<file path="config.mk">
export PLATFORM = sky130hd
export DESIGN_NAME = alu_seq
export DESIGN_NICKNAME = d
export VERILOG_FILES = /design/src/rtl/alu_seq.sv
export SDC_FILE = /design/constraint.sdc
export NUM_CORES = 1
export LEC_CHECK = 0
export CORE_MARGIN = 4
export CORE_UTILIZATION = 41
export CTS_CLUSTER_DIAMETER = 120
export DETAILED_ROUTE_END_ITERATION = 10
export GPL_TIMING_DRIVEN = 0
export HOLD_SLACK_MARGIN = 0.03
export PLACE_DENSITY = 0.75
export SYNTH_ARGS = -nofsm -noshare
export SYNTH_HDL_FRONTEND = slang
export SYNTH_SLANG_ARGS = --single-unit
export TNS_END_PERCENT = 30
</file>
<file path="constraint.sdc">
create_clock -name clk -period 1.4 [get_ports clk]
set_input_delay 0.35 -clock clk [delete_from_list [all_inputs] [get_ports clk]]
set_output_delay 0.35 -clock clk [all_outputs]
set_load 0.005 [all_outputs]
</file>
<file path="src/rtl/alu_seq.sv">
// rtl/alu_seq.sv - command-sequenced wrapper around an external fixed-latency ALU
module alu_seq #(
    parameter int unsigned LAT = 2
) (
    input  logic       clk,
    input  logic       en,
    input  logic       cmd_valid,
    output logic       cmd_ready,
    input  logic [1:0] cmd_a,
    input  logic [1:0] cmd_b,
    input  logic [1:0] cmd_s,
    output logic [1:0] alu_a,
    output logic [1:0] alu_b,
    output logic [1:0] alu_s,
    input  logic [3:0] alu_y,
    input  logic       alu_carry,
    input  logic       alu_zero,
    output logic       rsp_valid,
    input  logic       rsp_ready,
    output logic [3:0] rsp_y,
    output logic       rsp_carry,
    output logic       rsp_zero,
    output logic       rsp_dz,
    output logic [7:0] op_cnt
);

    typedef enum logic [1:0] {
        IDLE = 2'd0,
        WAIT = 2'd1,
        RESP = 2'd2
    } state_t;

    localparam logic [3:0] LAT4   = 4'(LAT);
    localparam logic [1:0] OP_DIV = 2'd2;

    state_t     r_state;
    logic [3:0] r_cnt;
    logic       r_cmd_ready;
    logic [1:0] r_alu_a;
    logic [1:0] r_alu_b;
    logic [1:0] r_alu_s;
    logic       r_rsp_valid;
    logic [3:0] r_rsp_y;
    logic       r_rsp_carry;
    logic       r_rsp_zero;
    logic       r_rsp_dz;
    logic [7:0] r_op_cnt;

    logic w_accept;
    logic w_dz;

    // cmd_ready is held low for one edge after reset, so accept also needs it
    assign w_accept = r_cmd_ready && cmd_valid;
    assign w_dz     = (r_alu_s == OP_DIV) && (r_alu_b == 2'd0);

    always_ff @(posedge clk) begin
        if (!en) begin
            r_state     <= IDLE;
            r_cnt       <= 4'd0;
            r_cmd_ready <= 1'b0;
            r_alu_a     <= 2'd0;
            r_alu_b     <= 2'd0;
            r_alu_s     <= 2'd0;
            r_rsp_valid <= 1'b0;
            r_rsp_y     <= 4'd0;
            r_rsp_carry <= 1'b0;
            r_rsp_zero  <= 1'b0;
            r_rsp_dz    <= 1'b0;
            r_op_cnt    <= 8'd0;
        end else begin
            case (r_state)
                IDLE: begin
                    if (w_accept) begin
                        r_alu_a     <= cmd_a;
                        r_alu_b     <= cmd_b;
                        r_alu_s     <= cmd_s;
                        r_cnt       <= LAT4;
                        r_cmd_ready <= 1'b0;
                        r_state     <= WAIT;
                    end else begin
                        r_cmd_ready <= 1'b1;
                    end
                end
                WAIT: begin
                    // One ALU input stage plus LAT output stages: capture at T0+LAT+1
                    if (r_cnt == 4'd0) begin
                        r_rsp_y     <= alu_y;
                        r_rsp_carry <= alu_carry;
                        r_rsp_zero  <= alu_zero;
                        r_rsp_dz    <= w_dz;
                        r_rsp_valid <= 1'b1;
                        r_state     <= RESP;
                    end else begin
                        r_cnt <= r_cnt - 4'd1;
                    end
                end
                RESP: begin
                    if (rsp_ready) begin
                        r_rsp_valid <= 1'b0;
                        r_op_cnt    <= r_op_cnt + 8'd1;
                        r_cmd_ready <= 1'b1;
                        r_state     <= IDLE;
                    end
                end
                default: begin
                    r_state     <= IDLE;
                    r_cmd_ready <= 1'b0;
                    r_rsp_valid <= 1'b0;
                end
            endcase
        end
    end

    assign cmd_ready = r_cmd_ready;
    assign alu_a     = r_alu_a;
    assign alu_b     = r_alu_b;
    assign alu_s     = r_alu_s;
    assign rsp_valid = r_rsp_valid;
    assign rsp_y     = r_rsp_y;
    assign rsp_carry = r_rsp_carry;
    assign rsp_zero  = r_rsp_zero;
    assign rsp_dz    = r_rsp_dz;
    assign op_cnt    = r_op_cnt;

endmodule

</file>
==> run summary <==
CP Launch Type - flop
Fmax - 709 MHz
Worst setup EP type - flop
GPL Wtd Cong - 0.783
CTS Buffer Depth - 2
Die area - 0.00396 mm^2
DR vias - 1,264
Final setup fails - 1
PD cells - 864 mW/mm^2
Pre-CTS WS - -0.496 ns
Crit path kind - flop to flop
Seq. cell area - 611 um^2
Post-synthesis sequential area ratio - 47.0%
Netlist cell types - 32
Total GRT Usage - 17.3%
CP max FO - 2
Crit path DAT - 1.68 ns
Die height - 62.9 um
Initial antenna violation count - 0
CTS buffer count - 5
First-pass GRT wire length - 5400 um
Syn Std Cell Area - 0.00124 mm^2
CP max-delay cell - or4_4
Count of pins over their slew limit - 0
Req. time, crit path - 1.67 ns
FF+latch count, synth - 29
CTS tree - yes
VDD IR max - 0.000557 V
Leak - 0.000858 uW
Nets@finish - 211
Core Util, Final - 65.9%
Layout cell share with drive strength beyond 1 - 29.2%
RSZ-0062 raised after global routing - true
Worst-Skew Late Latency - 0.32 ns
Placed cell area - 0.00167 mm^2
Total routed wirelength - 3560 um
Syn_nets - 155
DPL Wire Length - 2330 um
Hold Slack - 0.472 ns
Core ar. - 0.00283 mm^2
Crit-path leading delay family - simple AND/OR/NAND/NOR gates
Ys Warns - 0
Mean number of vias per cell - 5.67
Max-cap viol count - 0
TritonRoute pass-1 iters - 4
# DRC - 0
Buf+Inv Stages, Crit Path - 1
Total power - 1610 uW
Failing checks - setup timing
Slew HR - 71.1%
Reg clk slew, reported paths - 0.09 ns
Area of the multi-input gates - 664 um^2
DR WL/cell - 16.0 um
Antenna Cells - 0
Cell Rows - 19
Period utilization - 101%
Starting density of the core - 43.7%
Detailed Route Iter0 Violations - 37
Reg2Reg Launch Point - r_cnt[1]$_SDFFE_PN0P_
Yosys top cell area share - 47.0%
Yosys top cell by area - dfxtp_1
Worst slew pin tran - 0.433 ns
Min Tclk post-route - 1.41 ns
Syn-to-layout area delta - 50.8%
Final worst setup slack - -0.0111 ns
Worst min path class - flop to flop
Antenna Nets Post-Route - 0
Critical-path cell list - buf_4 > or3_1 > or4_4 > a21oi_2
Max incr delay on CP - 0.44 ns
Root Buffer - clkbuf_4
Clock Sinks - 29
DIE WIDTH - 62.9 um
Top post-synthesis cells by area - dfxtp_1, a21oi_1, mux2i_1
Maximum number of pins on one net before global-route repair - 11
Grt total ovfl - 0
Final Skew - 0.0139 ns
Min-delay src - op_cnt[7]$_SDFFE_PN0P_
Syn Area/Cell - 9.02 um^2
Status - finished with violations
Final Cell Area - 0.00186 mm^2
Buffers on Ports - 38
# fillers - 242
Crit path launch - r_cnt[1]$_SDFFE_PN0P_
Io pins - 39
H-tree depth - 2
Number of global-route vias before repair - 1,219
Post-Syn Instances - 137
Final Hold Vio Count - 0
cell usage in the layout, fill, tap and decap left out, types with 7 or more instances in the layout:
| cell | Yosys | routed |
|---|---|---|
| dfxtp_1 | 29 | 11 |
| clkdlybuf4s50_1 | 0 | 14 |
| o21ai_1 | 0 | 7 |
| mux2i_1 | 7 | 7 |
| a21oi_1 | 16 | 13 |
| dfxtp_2 | 0 | 15 |
| nor2_1 | 12 | 11 |
| buf_4 | 0 | 12 |
| dlygate4sd2_1 | 0 | 24 |
| nand3_1 | 12 | 11 |
path summary, 6_finish.rpt:
path / end / slack [ns] / depth (start not counted)
worst max-delay path: r_cnt[3]$_SDFFE_PN0P_ / -0.01 / 4
worst min-delay path: op_cnt[7]$_SDFFE_PN0P_ / 0.47 / 2
worst max register to register: r_cnt[3]$_SDFFE_PN0P_ / -0.01 / 4
worst min register to register: op_cnt[7]$_SDFFE_PN0P_ / 0.47 / 2
final cells by class:
cell class / instances / share of cell area, %
Clock inverter: 1 / 0.268
Timing Repair Buffer: 49 / 23.2
Buffer: 7 / 2.62
Tap cell: 31 / 2.08
Clock buffer: 5 / 2.01
Multi-Input combinational cell: 94 / 35.6
Sequential cell: 29 / 32.8
Inverter: 7 / 1.41
repair_timing:
action                     4_1_cts  5_1_grt
pin swaps                        2        5
resized for setup               44       23
buffers inserted                 6        5
gates cloned                     0        1
setup endpoints to repair       37       16
hold buffers                     0        0
routing by layer:
layer  GRT usage, %  share of wire [%]
met1           18.2                 40
met2           30.0                 53
met3           6.83                4.5
met4           7.99                2.9
met5              0                  0
stage by stage:
step                      cells  setup TNS [ns]
after floorplan             137               0
after global placement      206           -6.45
after detailed placement    206           -7.41
after CTS                   217               0
after global routing        223          -0.226
final                       223         -0.0111
flip-flops by register name (all words and copies together) (netlist names):
signal / count
cmd_ready: 1
rsp_dz: 1
alu_b: 2
alu_s: 2
rsp_carry: 1
rsp_y: 4
rsp_zero: 1
alu_a: 2
r_cnt: 4
r_state: 2
rsp_valid: 1
op_cnt: 8
worst register-to-register path: stages (launching register included):
cell and delay, ns:
dfxtp_2 0.34, buf_4 0.13, or3_1 0.33, or4_4 0.44
a21oi_2 0.12
logic make-up (layout without fill, tap and decap cells):
logic type               after synthesis  after routing  synth area share, %
AND/OR/NAND/NOR                       45             46                 21.2
AO/OA/AOI/OAI                         37             37                 17.3
flip-flops                            29             29                 47.0
buffers and inverters                 15             69                 5.47
multiplexers                           7              7                 5.67
adder cells (fa/ha/maj)                2              2                 2.02
XOR/XNOR                               2              2                 1.42
cell usage after synthesis:
cell type / instances
o21bai_1: 1
dfxtp_1: 29
o31ai_1: 3
nor2_1: 12
nor4b_1: 1
ha_1: 2
o311a_1: 1
or3_1: 3
inv_1: 7
or4_1: 4
nor3b_1: 1
a21oi_1: 16
a221oi_1: 1
nand4b_1: 2
mux2i_1: 7
nand2_1: 4
xor2_1: 1
a211oi_1: 1
xnor2_1: 1
nor2b_1: 1
buf_2: 3
buf_6: 1
nand3_1: 12
clkbuf_1: 4
nand2b_1: 1
o21ai_0: 12
nand3b_4: 1
o211a_1: 1
nand4bb_1: 1
o211ai_1: 1
or3b_2: 1
nand4_1: 1
power breakdown:
group          leakage, uW  internal, uW  switching [uW]
Clock            0.0000269           174             270
Combinational     0.000586           159             134
Sequential        0.000244           852            22.1
No activity file was read; power rests on OpenSTA's default activity.
